<file path="src/rtl/seg_pkg.sv">
// ============================================================================
// Module  : seg_pkg
// Brief   : Shared register map, CTRL bit positions and blank constants for
//           the 8-digit seven-segment MMIO scanner.
// Revision: 1.0 - initial release
// ============================================================================
`default_nettype none

package seg_pkg;

  localparam logic [3:0] OFF_DATA   = 4'h0;
  localparam logic [3:0] OFF_CTRL   = 4'h4;
  localparam logic [3:0] OFF_STATUS = 4'h8;

  localparam int CTRL_EN_BIT    = 0;
  localparam int CTRL_BLINK_BIT = 1;
  localparam int CTRL_DEN_LSB   = 8;

  localparam logic [7:0] SEG_BLANK  = 8'hFF;
  localparam logic [6:0] DISP_BLANK = 7'h7F;

  typedef enum logic [1:0] {
    SEL_NONE   = 2'd0,
    SEL_DATA   = 2'd1,
    SEL_CTRL   = 2'd2,
    SEL_STATUS = 2'd3
  } reg_sel_e;

  function automatic logic [31:0] byte_merge(input logic [31:0] old_v,
                                             input logic [31:0] new_v,
                                             input logic [3:0]  be);
    logic [31:0] r;
    r = old_v;
    for (int b = 0; b < 4; b++) begin
      if (be[b]) r[8*b +: 8] = new_v[8*b +: 8];
    end
    return r;
  endfunction

endpackage

`default_nettype wire

</file>
<file path="src/rtl/hex_seg7_dec.sv">
// ============================================================================
// Module  : hex_seg7_dec
// Brief   : Combinational hex digit to active-low gfedcba segment decoder.
// Revision: 1.0 - initial release
// ============================================================================
`default_nettype none

module hex_seg7_dec (
  input  logic [3:0] hex_i,
  output logic [6:0] seg_o
);

  always_comb begin
    seg_o = 7'h7F;
    case (hex_i)
      4'h0: seg_o = 7'b100_0000;
      4'h1: seg_o = 7'b111_1001;
      4'h2: seg_o = 7'b010_0100;
      4'h3: seg_o = 7'b011_0000;
      4'h4: seg_o = 7'b001_1001;
      4'h5: seg_o = 7'b001_0010;
      4'h6: seg_o = 7'b000_0010;
      4'h7: seg_o = 7'b111_1000;
      4'h8: seg_o = 7'b000_0000;
      4'h9: seg_o = 7'b001_0000;
      4'hA: seg_o = 7'b000_1000;
      4'hB: seg_o = 7'b000_0011;
      4'hC: seg_o = 7'b100_0110;
      4'hD: seg_o = 7'b010_0001;
      4'hE: seg_o = 7'b000_0110;
      4'hF: seg_o = 7'b000_1110;
      default: seg_o = 7'h7F;
    endcase
  end

endmodule

`default_nettype wire

</file>
<file path="src/rtl/seg_mmio_ctrl.sv">
// ============================================================================
// Module  : seg_mmio_ctrl
// Brief   : Memory-mapped 8-digit multiplexed seven-segment scanner with
//           DATA/CTRL/STATUS registers. Define SEG_BLINK_EN for frame blink.
// Revision: 1.0 - initial release
// ============================================================================
`default_nettype none

module seg_mmio_ctrl
  import seg_pkg::*;
#(
  parameter logic [31:0] BASE_ADDR = 32'h0000_0400,
  parameter int          SCAN_DIV  = 50000
) (
  input  logic        clk,
  input  logic        reset,
  input  logic        cs,
  input  logic        rd,
  input  logic [31:0] addr,
  input  logic [31:0] data_wr,
  input  logic [3:0]  mask,
  output logic [31:0] data_rd,
  output logic [6:0]  Display,
  output logic [7:0]  Seg
);

  localparam int            PW         = $clog2(SCAN_DIV);
  localparam logic [PW-1:0] PRESC_LAST = PW'(SCAN_DIV - 1);

  logic [31:0]   data_q, data_d;
  logic          en_q, en_d;
  logic [7:0]    den_q, den_d;
  logic [PW-1:0] presc_q, presc_d;
  logic [2:0]    idx_q, idx_d;
  logic [31:0]   rd_q, rd_d;
  logic [7:0]    seg_p_q, seg_p_d, seg_q;
  logic [6:0]    disp_p_q, disp_p_d, disp_q;

  reg_sel_e    w_sel;
  logic        w_we;
  logic        w_tick;
  logic        w_lit;
  logic [31:0] w_ctrl_rd;
  logic [3:0]  w_nibble;
  logic [6:0]  w_hex_seg;

`ifdef SEG_BLINK_EN
  logic       blink_q, blink_d;
  logic [7:0] frame_q, frame_d;
`endif

  always_comb begin
    w_sel = SEL_NONE;
    if (cs && (addr[31:4] == BASE_ADDR[31:4])) begin
      case (addr[3:0])
        OFF_DATA:   w_sel = SEL_DATA;
        OFF_CTRL:   w_sel = SEL_CTRL;
        OFF_STATUS: w_sel = SEL_STATUS;
        default:    w_sel = SEL_NONE;
      endcase
    end
  end

  assign w_we   = cs && !rd;
  assign w_tick = en_q && (presc_q == PRESC_LAST);

  always_comb begin
    w_ctrl_rd                   = '0;
    w_ctrl_rd[CTRL_EN_BIT]      = en_q;
    w_ctrl_rd[CTRL_DEN_LSB +: 8] = den_q;
`ifdef SEG_BLINK_EN
    w_ctrl_rd[CTRL_BLINK_BIT]   = blink_q;
`else
    w_ctrl_rd[CTRL_BLINK_BIT]   = 1'b0;
`endif
  end

  assign w_nibble = data_q[{idx_q, 2'b00} +: 4];

  hex_seg7_dec u_dec (
    .hex_i (w_nibble),
    .seg_o (w_hex_seg)
  );

`ifdef SEG_BLINK_EN
  assign w_lit = en_q && den_q[idx_q] && !(blink_q && frame_q[7]);
`else
  assign w_lit = en_q && den_q[idx_q];
`endif

  always_comb begin
    data_d  = data_q;
    en_d    = en_q;
    den_d   = den_q;
    presc_d = '0;
    idx_d   = idx_q;
    rd_d    = rd_q;
`ifdef SEG_BLINK_EN
    blink_d = blink_q;
    frame_d = frame_q;
`endif

    if (w_we && (w_sel == SEL_DATA)) begin
      data_d = byte_merge(data_q, data_wr, mask);
    end
    if (w_we && (w_sel == SEL_CTRL)) begin
      if (mask[CTRL_EN_BIT/8]) begin
        en_d = data_wr[CTRL_EN_BIT];
`ifdef SEG_BLINK_EN
        blink_d = data_wr[CTRL_BLINK_BIT];
`endif
      end
      if (mask[CTRL_DEN_LSB/8]) den_d = data_wr[CTRL_DEN_LSB +: 8];
    end

    if (en_q) begin
      presc_d = w_tick ? '0 : presc_q + PW'(1);
    end
    if (w_tick) begin
      idx_d = idx_q + 3'd1;
`ifdef SEG_BLINK_EN
      if (idx_q == 3'd7) frame_d = frame_q + 8'd1;
`endif
    end

    // Reads see the pre-write register state of this edge.
    if (cs && rd) begin
      case (w_sel)
        SEL_DATA:   rd_d = data_q;
        SEL_CTRL:   rd_d = w_ctrl_rd;
        SEL_STATUS: rd_d = {29'd0, idx_q};
        default:    rd_d = '0;
      endcase
    end

    seg_p_d  = w_lit ? ~(8'd1 << idx_q) : SEG_BLANK;
    disp_p_d = w_lit ? w_hex_seg : DISP_BLANK;
  end

  // Two output stages give a fixed two-cycle latency from any state change.
  always_ff @(posedge clk or negedge reset) begin
    if (!reset) begin
      data_q   <= '0;
      en_q     <= 1'b0;
      den_q    <= '0;
      presc_q  <= '0;
      idx_q    <= '0;
      rd_q     <= '0;
      seg_p_q  <= SEG_BLANK;
      disp_p_q <= DISP_BLANK;
      seg_q    <= SEG_BLANK;
      disp_q   <= DISP_BLANK;
    end else begin
      data_q   <= data_d;
      en_q     <= en_d;
      den_q    <= den_d;
      presc_q  <= presc_d;
      idx_q    <= idx_d;
      rd_q     <= rd_d;
      seg_p_q  <= seg_p_d;
      disp_p_q <= disp_p_d;
      seg_q    <= seg_p_q;
      disp_q   <= disp_p_q;
    end
  end

`ifdef SEG_BLINK_EN
  always_ff @(posedge clk or negedge reset) begin
    if (!reset) begin
      blink_q <= 1'b0;
      frame_q <= '0;
    end else begin
      blink_q <= blink_d;
      frame_q <= frame_d;
    end
  end
`endif

  assign data_rd = rd_q;
  assign Seg     = seg_q;
  assign Display = disp_q;

endmodule

`default_nettype wire

</file>
<file path="config.mk">
export PLATFORM = sky130hd
export DESIGN_NAME = seg_mmio_ctrl
export DESIGN_NICKNAME = d
export VERILOG_FILES = /design/src/rtl/seg_pkg.sv /design/src/rtl/hex_seg7_dec.sv /design/src/rtl/seg_mmio_ctrl.sv
export SDC_FILE = /design/constraint.sdc
export NUM_CORES = 1
export LEC_CHECK = 0
export CAP_MARGIN = 10
export CORE_MARGIN = 10
export CORE_UTILIZATION = 35
export CTS_CLUSTER_SIZE = 16
export DETAILED_ROUTE_END_ITERATION = 8
export PLACE_DENSITY = 0.68
export SYNTH_ARGS = -nofsm -noshare
export SYNTH_HDL_FRONTEND = slang
export SYNTH_SLANG_ARGS = --single-unit
</file>
<file path="constraint.sdc">
create_clock -name clk -period 2.15 [get_ports clk]
set_input_delay 0.43 -clock clk [delete_from_list [all_inputs] [get_ports clk]]
set_output_delay 0.43 -clock clk [all_outputs]
set_load 0.01 [all_outputs]
</file>
**Word level (Yosys, flattened, before mapping)**

Memories as Yosys holds them, arrays and structs flattened.
Cells that the tools add are included.

- Bitwise gates (word level): 1
- Order comparisons: 1
- Multiplexer cells: 9
- $add $sub $neg: 2
- Equal/unequal tests: 7
- Shift-type cells: 2
- Div/mod/pow operators: 0
- Reduce and logical (&&, ||, !) cells: 15
- Multiply operators: 0

Operators with widths:

| kind | count |
|---|---|
| $pmux W32 S3 | 1 |
| $mux W16 | 2 |
| $shiftx A32 B6 Y4 | 1 |
| $eq A28 B7 Y1 const B | 1 |
| $add A16 B1 Y16 const B | 1 |
| $eq A16 B16 Y1 const B | 1 |
| $reduce_and A2 Y1 | 6 |
| $mux W8 | 1 |
| $not A8 Y8 | 1 |
| $shl A1 B3 Y8 const A | 1 |
| $logic_and A1 B1 Y1 | 7 |
| $mux W7 | 1 |
| $pmux W2 S3 | 1 |
| $eq A2 B2 Y1 const B | 2 |
| $eq A4 B3 Y1 const B | 1 |
| $eq A4 B4 Y1 const B | 1 |
| $logic_not A4 Y1 | 1 |
| $lt A3 B4 Y1 const B | 1 |
| $add A3 B1 Y3 const B | 1 |
| $bmux W1 S3 | 1 |
| $eq A2 B1 Y1 const B | 1 |
| $mux W2 | 1 |
| $logic_not A1 Y1 | 1 |
| $mux W1 | 1 |

- Bits in latches: 0
- RAM bits: 0
- Register bits after elaboration: 122
- Output and inout port bits: 47
- Memories kept: 1
- Bits in read-only memories: 112
- Logic and storage cells: 51

Memories:

| name | depth | width | read ports | clocked after memory_dff | write ports | RTL line | RTL |
|---|---|---|---|---|---|---|---|
| (no name shown) | 16 | 7 | 1 | 0 | 0 | hex_seg7_dec.sv:15 | `case (hex_i)` |

**Logic depth before layout (Yosys ltp)**

Gate-level depths: netlist (run 1).

- Depth after elaboration: 6
- Gate-level depth with buffers: 9
- Mapped depth without buffers: 8

**Cells and area by module**

A second synthesis (run 1) with hierarchy kept.

- Cell total of the unflattened synthesis: 398
- Area, all modules: 5381.4 µm²

By module, submodules not included:

| module | area an instance (µm²) | times used | cells an instance | seq. area each (µm²) |
|---|---|---|---|---|
| seg_mmio_ctrl | 5106.1 | 1 | 366 | 3090.5 |
| hex_seg7_dec | 275.3 | 1 | 32 | 0.0 |

**Worst setup path before layout (run 1)**

No wires, ideal clock.

- Path kind: input-to-reg
- Start point: in addr[12]
- End point: reg en_q
- Required time: 2.023 ns
- Cell stages on the path: 5
- Arrival: 2.133 ns
- Setup slack: -0.110 ns
- Path buffers: 0
- Path through: nor4_1 nand4_1 or4_4 or4_1 mux2_1

- Cells in the longest elaborated chain, start to end: 6

RTL lines:

| element | RTL line | RTL |
|---|---|---|
| start, declared | seg_mmio_ctrl.sv:19 | `input logic [31:0] addr,` |
| $eq A28 B7 Y1 | seg_mmio_ctrl.sv:54 | `if (cs && (addr[31:4] == BASE_ADDR[31:4])) begin` |
| $logic_and A1 B1 Y1 | seg_mmio_ctrl.sv:54 |  |
| $mux W2 | seg_mmio_ctrl.sv:54 |  |
| $eq A2 B2 Y1 | seg_mmio_ctrl.sv:106 | `if (w_we && (w_sel == SEL_CTRL)) begin` |
| $logic_and A1 B1 Y1 | seg_mmio_ctrl.sv:106 |  |
| $reduce_and A2 Y1 (no source line) | -- |  |
| end signal, assigned | seg_mmio_ctrl.sv:155 | `en_q <= en_d;` |
| end, declared | seg_mmio_ctrl.sv:31 | `logic en_q, en_d;` |

No other way between the ends.
A chain may end at the register's enable or synchronous reset.

**Worst setup path after layout (run 1)**

- Start point: in addr[9]
- End point: reg en_q

The elaborated chain is that of the path after synthesis.

==> metrics.csv, run 1 <==
metric,value,unit
outcome,completed,
io_buffers,118,
synth-edff-count,0,
syn_nets,475,
worstPathCellList,clkdlybuf4s50_1 -> nor2_1 -> nand4_1 -> or4_4 -> or4_4 -> mux2_4,
finalHoldViolCount,0,
synth.top_cells.by_area,"dfrtp_1, dfstp_2, mux2_2",
finClkSkew,8.63,ps
slew_viol_final,0,
worst_pin_slew,558,ps
die_area,20300,sq um
cts_buffers,17,
viasPerCell,5.03,
io-pin-count,119,
pwr-share-seq,0.425,
required,2450,ps
internal_power,4260,uW
synth_top_area_frac,0.439,
synthFlopType,dfrtp_1,
crit_top_cell,or4_4,
routed_wl,14.1,mm
antenna_found_initial,0,
fin_crit,2120,ps
die_h,142,um
crit_path_max_fanout,2,
antenna_cells,0,
grt_usage,0.142,
period_share,0.988,
post_route_cells_drive_above_1_share,0.327,
fin_nets,641,
synthCells,390,
first_global_vias,4202,
fmax,0.471,GHz
synth_area_leader_cell,dfrtp_1,
slew_headroom,0.627,
power.leakage,0.00352,uW
initial_utilization,0.359,
clkLatencyLatePin,420,ps
pwr-share-comb,0.043,
r2r_setup_slack,80,ps
path_clk_slew,60,ps
vias,3788,
peakVddDrop,654,uV
cap_violations,0,
ys_seq_area_frac,0.590,
start_kind,input port,
cts_hold_buf,0,
switching_share,0.214,
clock_path_buffers,2,
cts_tree,built,
cts_root_buf,clkbuf_16,
htreeDepth,4,
ant_nets,0,
slowest_stage,or4_4,
critPathMaxStageDelay,570,ps
critPathArrivalTime,2420,ps
pwr-share-clk,0.532,
grt_max_degree,78,
cts.sinks,122,
p_switching,1160,uW
drt_pass1_iterations,4,
critPathBufInv,1,
yosysMostFrequentCell,dfrtp_1,
endpoint_kind,flip-flop,
die_w,142,um
drtIter0Drc,246,
powerDensity,704,nW/um^2
grt.overflow.total,0,
drc_errors,0,
ys_types,41,
crit-reg2reg-launch,idx_q[0],
dp_hpwl,10.2,mm
synth_commonest_cells,"dfrtp_1, mux2_2, nand2_1, dfstp_2, nor2_1",
rr_worst_depth,9,
syn_area_per_cell,13.4,sq um
synth_seq_cells,122,
final.setup.tns,0,ps
area_delta_synth_final,46.7,%
cp_top_family,simple AND/OR/NAND/NOR gates,
coreArea,14600,sq um
reg2reg_to,disp_p_q[3],
critical_path_class,input port to flip-flop,
setup_viol,0,
power.total,5420,uW
post_drt_wl_per_cell,18.7,um
hp-class,input port to asynchronous set/reset pin,
grt_pass1_wl,22.7,mm
async_flop_share,1.00,
syn_area,5240,sq um
n_fill_cell,1236,
gp_congestion,0.791,
rows,44,
synth_warnings,0,
==> stage by stage <==
| stage | std cells | setup WS (ps) | hold WS [ps] | instance area, sq um | util |
|---|---|---|---|---|---|
| after detailed placement | 711 | -607 | 347 | 6920 | 0.475 |
| after floorplan | 390 | -64.5 | 134 | 5290 | - |
| final | 753 | 25.5 | 76.8 | 7690 | 0.527 |
| after global routing | 753 | -13.0 | 97.2 | 7690 | 0.527 |
| after CTS | 748 | 0.692 | 68.3 | 7580 | 0.519 |
| after global placement | 711 | -585 | 348 | 6920 | 0.475 |
==> worst max path at each step <==
stage / startpoint / endpoint / slack, ps / cells past startpoint
after floorplan: addr[8] / en_q / -60 / 5
after global placement: addr[8] / data_rd[20] / -580 / 8
after detailed placement: addr[8] / data_rd[16] / -610 / 8
after CTS: addr[20] / data_rd[23] / 0.7 / 9
after global routing: idx_q[0] / disp_p_q[0] / -10 / 7
final: addr[9] / en_q / 30 / 6
==> power groups by stage <==
| stage | registers [uW] | logic [uW] | clock network, uW |
|---|---|---|---|
| floorplan | 2340 | 32.3 | 0 |
| global placement | 2340 | 241 | 0 |
| detailed placement | 2340 | 245 | 0 |
| CTS | 2300 | 236 | 2930 |
| global route | 2300 | 253 | 3050 |
| finish | 2300 | 232 | 2880 |
==> kinds of logic (layout without fill, tap and decap cells) <==
family	count (synthesis)	after routing	synth area share
xor gates and xnor gates	15	15	0.0251
and+or+nand+nor	103	103	0.104
DFF	122	122	0.590
adders and majority gates	13	13	0.0310
muxes	71	71	0.170
AOI/OAI and AO/OA	45	45	0.0642
buffers and inverters	21	200	0.0160
==> registers in the layout, indices dropped and copies added (netlist names) <==
signal,count
disp_p_q,7
Display,7
seg_p_q,8
idx_q,3
data_q,32
en_q,1
data_rd,32
presc_q,16
den_q,8
Seg,8
==> cell type report <==
class / count / area (sq um) / area share
Tap cell: 184 / 230 / 0.0299
Clock inverter: 13 / 169 / 0.0220
Inverter: 7 / 26.3 / 0.00342
Clock buffer: 19 / 433 / 0.0563
Multi-Input combinational cell: 247 / 2180 / 0.284
Timing Repair Buffer: 161 / 1560 / 0.202
Sequential cell: 122 / 3090 / 0.402
==> cell usage in the layout (no fill, tap or decap), drive strengths merged, types with 2 or more instances in the layout <==
| cell type | count |
|---|---|
| nor4 | 6 |
| clkinvlp | 4 |
| o21ai | 12 |
| xnor2 | 4 |
| clkbuf | 23 |
| dlygate4sd2 | 8 |
| nor3 | 3 |
| nand4 | 9 |
| clkdlybuf4s50 | 89 |
| ha | 13 |
| clkinv | 3 |
| o41ai | 2 |
| clkdlybuf4s15 | 8 |
| or4 | 2 |
| xor2 | 11 |
| and2 | 2 |
| mux4 | 10 |
| a22o | 21 |
| buf | 44 |
| dfrtp | 92 |
| mux2 | 43 |
| and3 | 4 |
| nor4b | 3 |
| o211ai | 4 |
| dlymetal6s2s | 8 |
| mux2i | 18 |
| nand3 | 11 |
| o221ai | 3 |
| nand2 | 35 |
| inv | 10 |
| nor2 | 22 |
| bufinv | 3 |
| dfstp | 30 |
==> metal layers <==
layer | up-vias | GRT usage | share of wire
met5 | - | 0 | 0
met4 | 0 | 0.0437 | 0.0086
met3 | 12 | 0.0648 | 0.088
met2 | 120 | 0.237 | 0.51
met1 | 1896 | 0.159 | 0.39
li1 | 1760 | - | -
==> repair_timing <==
item,in CTS,in global routing
hold endpoints to repair,0,0
pin swaps,10,14
setup endpoints to repair,64,68
resized for setup,31,43
gates cloned,3,1
setup buffers,2,4
Power figures use the tool's default switching activity.
==> inputs of run 2 (changes only) <==
--- a/config.mk
+++ b/config.mk
@@ -7,10 +7,10 @@
 export LEC_CHECK = 0
 export CAP_MARGIN = 10
 export CORE_MARGIN = 10
-export CORE_UTILIZATION = 35
+export CORE_UTILIZATION = 30
 export CTS_CLUSTER_SIZE = 16
 export DETAILED_ROUTE_END_ITERATION = 8
-export PLACE_DENSITY = 0.68
+export PLACE_DENSITY_LB_ADDON = 0.08
 export SYNTH_ARGS = -nofsm -noshare
 export SYNTH_HDL_FRONTEND = slang
 export SYNTH_SLANG_ARGS = --single-unit
==> run 2 against run 1 <==
Critical path depth is the same. Worst hold slack better by 45 ps. Non-clock buffer count shrank 11. Routed wire length is 4.0% lower.
==> metrics.csv, run 2 (synthesis gave the netlist of run 1 again) <==
metric,value,unit,change
endpoint_kind,flip-flop,,
initial_utilization,0.304,,-0.0552
cts.sinks,122,,unchanged
slowest_stage,or4_4,,
worst_pin_slew,661,ps,+103 ps
antenna_cells,0,,unchanged
hp-class,input port to asynchronous set/reset pin,,
cts_root_buf,clkbuf_16,,
area_delta_synth_final,45.5,%,
finalHoldViolCount,0,,unchanged
crit_path_max_fanout,3,,+1
first_global_vias,4118,,-2.0%
fin_nets,630,,-1.7%
peakVddDrop,560,uV,-14%
viasPerCell,4.65,,-7.6%
cts_buffers,17,,unchanged
grt.overflow.total,0,,unchanged
post_drt_wl_per_cell,17.3,um,-7.7%
drt_pass1_iterations,4,,unchanged
htreeDepth,4,,unchanged
slew_headroom,0.560,,-0.0672
critical_path_class,input port to flip-flop,,
dp_slack,-600,ps,+7.26 ps
fin_crit,2080,ps,-41.9 ps
period_share,0.969,,-0.0195
start_kind,input port,,
crit_top_cell,or4_4,,
drtIter0Drc,146,,-41%
antenna_found_initial,0,,unchanged
fmax,0.480,GHz,+2.0%
die_w,152,um,+6.9%
post_route_cells_drive_above_1_share,0.308,,-0.0186
multi_input_area,2140,sq um,-1.7%
outcome,completed,,
grt_pass1_wl,22.3,mm,-1.8%
layout_commonest_cell,clkdlybuf4s50_1,,
setup_viol,0,,unchanged
routed_wl,13.5,mm,-4.0%
vias,3641,,-3.9%
powerDensity,711,nW/um^2,+0.92%
finClkSkew,16.9,ps,+8.26 ps
n_fill_cell,1594,,+29%
required,2450,ps,about the same
io-pin-count,119,,unchanged
drc_errors,0,,unchanged
io_buffers,118,,unchanged
slew_viol_final,0,,unchanged
clkLatencyLatePin,430,ps,about the same
cts_hold_buf,0,,unchanged
ant_nets,0,,unchanged
die_h,152,um,+6.9%
path_clk_slew,60,ps,about the same
cts_tree,built,,
final_cell_mix,"clkdlybuf4s50_1, dfrtp_1, mux2_2",,
seqCellArea,3090,sq um,unchanged
clock_path_buffers,2,,unchanged
worst_slack,67.4,ps,+41.9 ps
gp_congestion,0.712,,-9.9%
critPathMaxStageDelay,590,ps,+20 ps
grt_max_degree,123,,+58%
power.total,5420,uW,+0.13%
critPathArrivalTime,2390,ps,-30 ps
coreArea,17200,sq um,+18%
worstPathCellList,dlygate4sd2_1 -> nor4b_4 -> nand4_1 -> or4_4 -> or4_4 -> mux2_4,,
rr_worst_depth,9,,unchanged
cap_violations,0,,unchanged
grt_usage,0.120,,-0.0218
rows,48,,+9.1%
die_area,23200,sq um,+14%
dp_hpwl,10.2,mm,+0.32%
power.leakage,0.00342,uW,-2.8%
==> run 2: changes by cell type in the layout (fill, tap and decap cells not counted), moves of 3 or more <==
cell / delta
clkbuf_2: -4
buf_6: -6
clkdlybuf4s15_1: -4
dlymetal6s2s_1: -7
buf_4: -8
clkdlybuf4s50_1: +6
inv_8: +3
buf_12: +3
dlygate4sd2_1: +9
inv_6: +3
==> run 2: layout make-up <==
class | count | share of cell area
multi-input cells | 247 | 0.281
clock buffers | 17 | 0.0558
well taps | 225 | 0.0369
clock inverters | 15 | 0.0235
inverters | 7 | 0.00344
repair buffers | 150 | 0.194
flip-flops and latches | 122 | 0.405
==> run 2: per-layer routing <==
| metal | GRT usage | up-vias | part of all wire |
|---|---|---|---|
| li1 | - | 1735 | - |
| met1 | 0.136 | 1792 | 0.42 |
| met2 | 0.191 | 104 | 0.48 |
| met3 | 0.0644 | 10 | 0.093 |
| met4 | 0.0385 | 0 | 0.010 |
| met5 | 0 | - | 0 |
==> run 2: repair_timing <==
action	4_1_cts	5_1_grt
setup endpoints to repair	64	32
resized for setup	23	15
pin swaps	8	6
buffers inserted	1	2
==> run 2: critical path: cells and delay by family <==
family | cells | cell delay, ps
AND/OR/NAND/NOR | 4 | 1410
multiplexers | 1 | 300
buffers and inverters | 1 | 250
==> run 2: path summary, 6_finish.rpt <==
path	from	endpoint	slack [ps]
max in group asynchronous	reset	idx_q[1]	1550
min	reset	presc_q[12]	120
min in group clk	disp_p_q[2]	Display[2]	350
min reg2reg	disp_p_q[2]	Display[2]	350
max reg2reg	idx_q[1]	disp_p_q[3]	80
max	addr[13]	en_q	70
==> run 2: power breakdown <==
| group | leakage [uW] | switching, uW | total [uW] | internal [uW] |
|---|---|---|---|---|
| Sequential | 0.00160 | 0.000000804 | 2300 | 2300 |
| Clock | 0.000292 | 1150 | 2900 | 1750 |
| Combinational | 0.00153 | 103 | 224 | 121 |
==> run 2: stage by stage <==
stage	TNS, ps	cells	hold slack [ps]	instance area, sq um	utilization
2_1_floorplan	-1180	390	134	5290	-
3_3_place_gp	-31610	748	346	6970	0.404
3_5_place_dp	-35370	748	347	6970	0.404
4_1_cts	0	781	147	7580	0.440
5_1_grt	-1.12	783	161	7630	0.443
6_report	0	783	122	7630	0.443
==> inputs of run 3 (changes only) <==
--- a/config.mk
+++ b/config.mk
@@ -11,6 +11,8 @@
 export CTS_CLUSTER_SIZE = 16
 export DETAILED_ROUTE_END_ITERATION = 8
 export PLACE_DENSITY_LB_ADDON = 0.08
+export SETUP_SLACK_MARGIN = 0.2
+export SKIP_CTS_REPAIR_TIMING = 1
 export SYNTH_ARGS = -nofsm -noshare
 export SYNTH_HDL_FRONTEND = slang
 export SYNTH_SLANG_ARGS = --single-unit
==> run 3 against run 2 <==
Global-route usage up 0.052 points. Routed wire length up 4.1%. Non-clock buffer count up 2. Clock power about the same. Core utilization up 0.94 points. Critical path type unchanged. Critical endpoint unchanged. Largest power group unchanged.
==> metrics.csv, run 3 (synthesis gave the netlist of run 1 again) <==
metric,value,unit,change
seqCellArea,3090,sq um,unchanged
critPathArrivalTime,2330,ps,-60 ps
critPathBufInv,1,,unchanged
worstPathCellList,dlymetal6s2s_1 -> nor4_2 -> nand4_1 -> or4_4 -> or4_4 -> mux2_4,,
cts_root_buf,clkbuf_16,,
slowest_stage,or4_4,,
drtIter0Drc,157,,+7.5%
grt_setup_unrepaired,true,,
worst_slack,112,ps,+44.3 ps
post_route_cells_drive_above_1_share,0.332,,+0.0239
clock_path_buffers,2,,unchanged
antenna_cells,0,,unchanged
fin_crit,2040,ps,-44.3 ps
n_fill_cell,1575,,-1.2%
routed_wl,14.1,mm,+4.1%
pwr-share-clk,0.531,,-0.004
die_area,23200,sq um,unchanged
cts_tree,built,,
htreeDepth,4,,unchanged
initial_utilization,0.304,,unchanged
required,2440,ps,about the same
worst_pin_slew,706,ps,+45.3 ps
setup_viol,0,,unchanged
grt.overflow.total,0,,unchanged
fmax,0.491,GHz,+2.2%
grt_usage,0.121,,+0.000521
die_w,152,um,unchanged
hp-class,input port to asynchronous set/reset pin,,
endpoint_kind,flip-flop,,
final_util,0.452,,+0.00944
critical_path_class,input port to flip-flop,,
p_switching,1130,uW,-9.9%
rr_worst_depth,7,,-2
dp_hpwl,10.3,mm,+0.43%
reg2reg_to,disp_p_q[0],,
grt_pass1_wl,22.4,mm,+0.46%
internal_power,4280,uW,+2.5%
path_clk_slew,50,ps,about the same
coreArea,17200,sq um,unchanged
peakVddDrop,467,uV,-17%
crit_path_max_fanout,3,,unchanged
power.leakage,0.00360,uW,+5.4%
cap_violations,0,,unchanged
outcome,completed,,
die_h,152,um,unchanged
first_global_vias,3993,,-3.0%
finClkSkew,7.02,ps,-9.87 ps
io-pin-count,119,,unchanged
fin_nets,632,,+0.32%
start_kind,input port,,
critPathMaxStageDelay,560,ps,-30 ps
final.setup.tns,0,ps,unchanged
crit-reg2reg-launch,idx_q[1],,
cts.sinks,122,,unchanged
slew_headroom,0.529,,-0.0302
powerDensity,693,nW/um^2,-2.5%
antenna_found_initial,0,,unchanged
cp_top_family,simple AND/OR/NAND/NOR gates,,
final_cell_mix,"dfrtp_1, clkdlybuf4s50_1, mux2_2",,
clkLatencyLatePin,410,ps,-20 ps
rows,48,,unchanged
gp_congestion,0.717,,+0.72%
ant_nets,0,,unchanged
multi_input_area,2240,sq um,+4.6%
slew_viol_final,0,,unchanged
pwr-share-comb,0.043,,+0.002
switching_share,0.208,,-0.0220
dp_slack,-562,ps,+37.2 ps
pwr-share-seq,0.426,,+0.002
io_buffers,118,,unchanged
drc_errors,0,,unchanged
viasPerCell,4.74,,+1.9%
r2r_setup_slack,150,ps,+70 ps
drt_pass1_iterations,4,,unchanged
finalHoldViolCount,0,,unchanged
vias,3718,,+2.1%
post_drt_wl_per_cell,18.0,um,+3.9%
grt_max_degree,123,,unchanged
area_delta_synth_final,48.7,%,
cts_buffers,17,,unchanged
period_share,0.948,,-0.0206
crit_top_cell,or4_4,,
run 3: changes by cell type in the layout (fill, tap and decap cells not counted), sizes merged:
cell / before / now
clkinv: 2 / 4
dlymetal6s2s: 1 / 23
dlygate4sd2: 17 / 0
clkdlybuf4s50: 95 / 90
bufinv: 2 / 3
inv: 16 / 8
clkinvlp: 2 / 3
clkbuf: 17 / 25
buf: 33 / 35
clkdlybuf4s15: 4 / 0
run 3: layer usage:
| layer | wire length, um | GRT usage |
|---|---|---|
| met5 | 0 | 0 |
| met4 | 174 | 0.0413 |
| met3 | 1130 | 0.0567 |
| met2 | 6380 | 0.181 |
| met1 | 6420 | 0.150 |
run 3: per-stage QoR:
stage,hold WS [ps],power (uW),area [sq um],std cells
global route,166,5600,7790,785
finish,133,5400,7790,785
detailed placement,347,2580,7000,749
global placement,345,2580,7000,749
CTS,151,5490,7590,781
floorplan,134,2370,5310,390
run 3: layout make-up:
type                            count  area share
Clock buffer                       21      0.0578
Clock inverter                     11      0.0186
Inverter                            7     0.00337
Multi-Input combinational cell    247       0.288
Sequential cell                   122       0.397
Tap cell                          225      0.0361
Timing Repair Buffer              152       0.199
run 3: how the worst max path moves through the flow:
stage | from | end | cells past startpoint
after floorplan | addr[8] | en_q | 5
after CTS | addr[8] | en_q | 6
final | addr[18] | en_q | 6
after global routing | idx_q[1] | disp_p_q[0] | 7
after global placement | addr[8] | en_q | 6
after detailed placement | addr[8] | en_q | 6
run 3: worst reg2reg max path, cell delays in order, from the launching register on:
cell	delay (ps)
dfrtp_2	510
buf_6	160
mux4_2	550
mux2i_4	200
buf_6	160
nand2_1	90
a21oi_1	170
o21ai_1	90
run 3: power groups by stage:
stage	clock network (uW)	registers (uW)	logic, uW
2_1_floorplan	0	2340	32.3
3_3_place_gp	0	2340	242
3_5_place_dp	0	2340	244
4_1_cts	2940	2300	244
5_1_grt	3040	2300	256
6_report	2870	2300	233
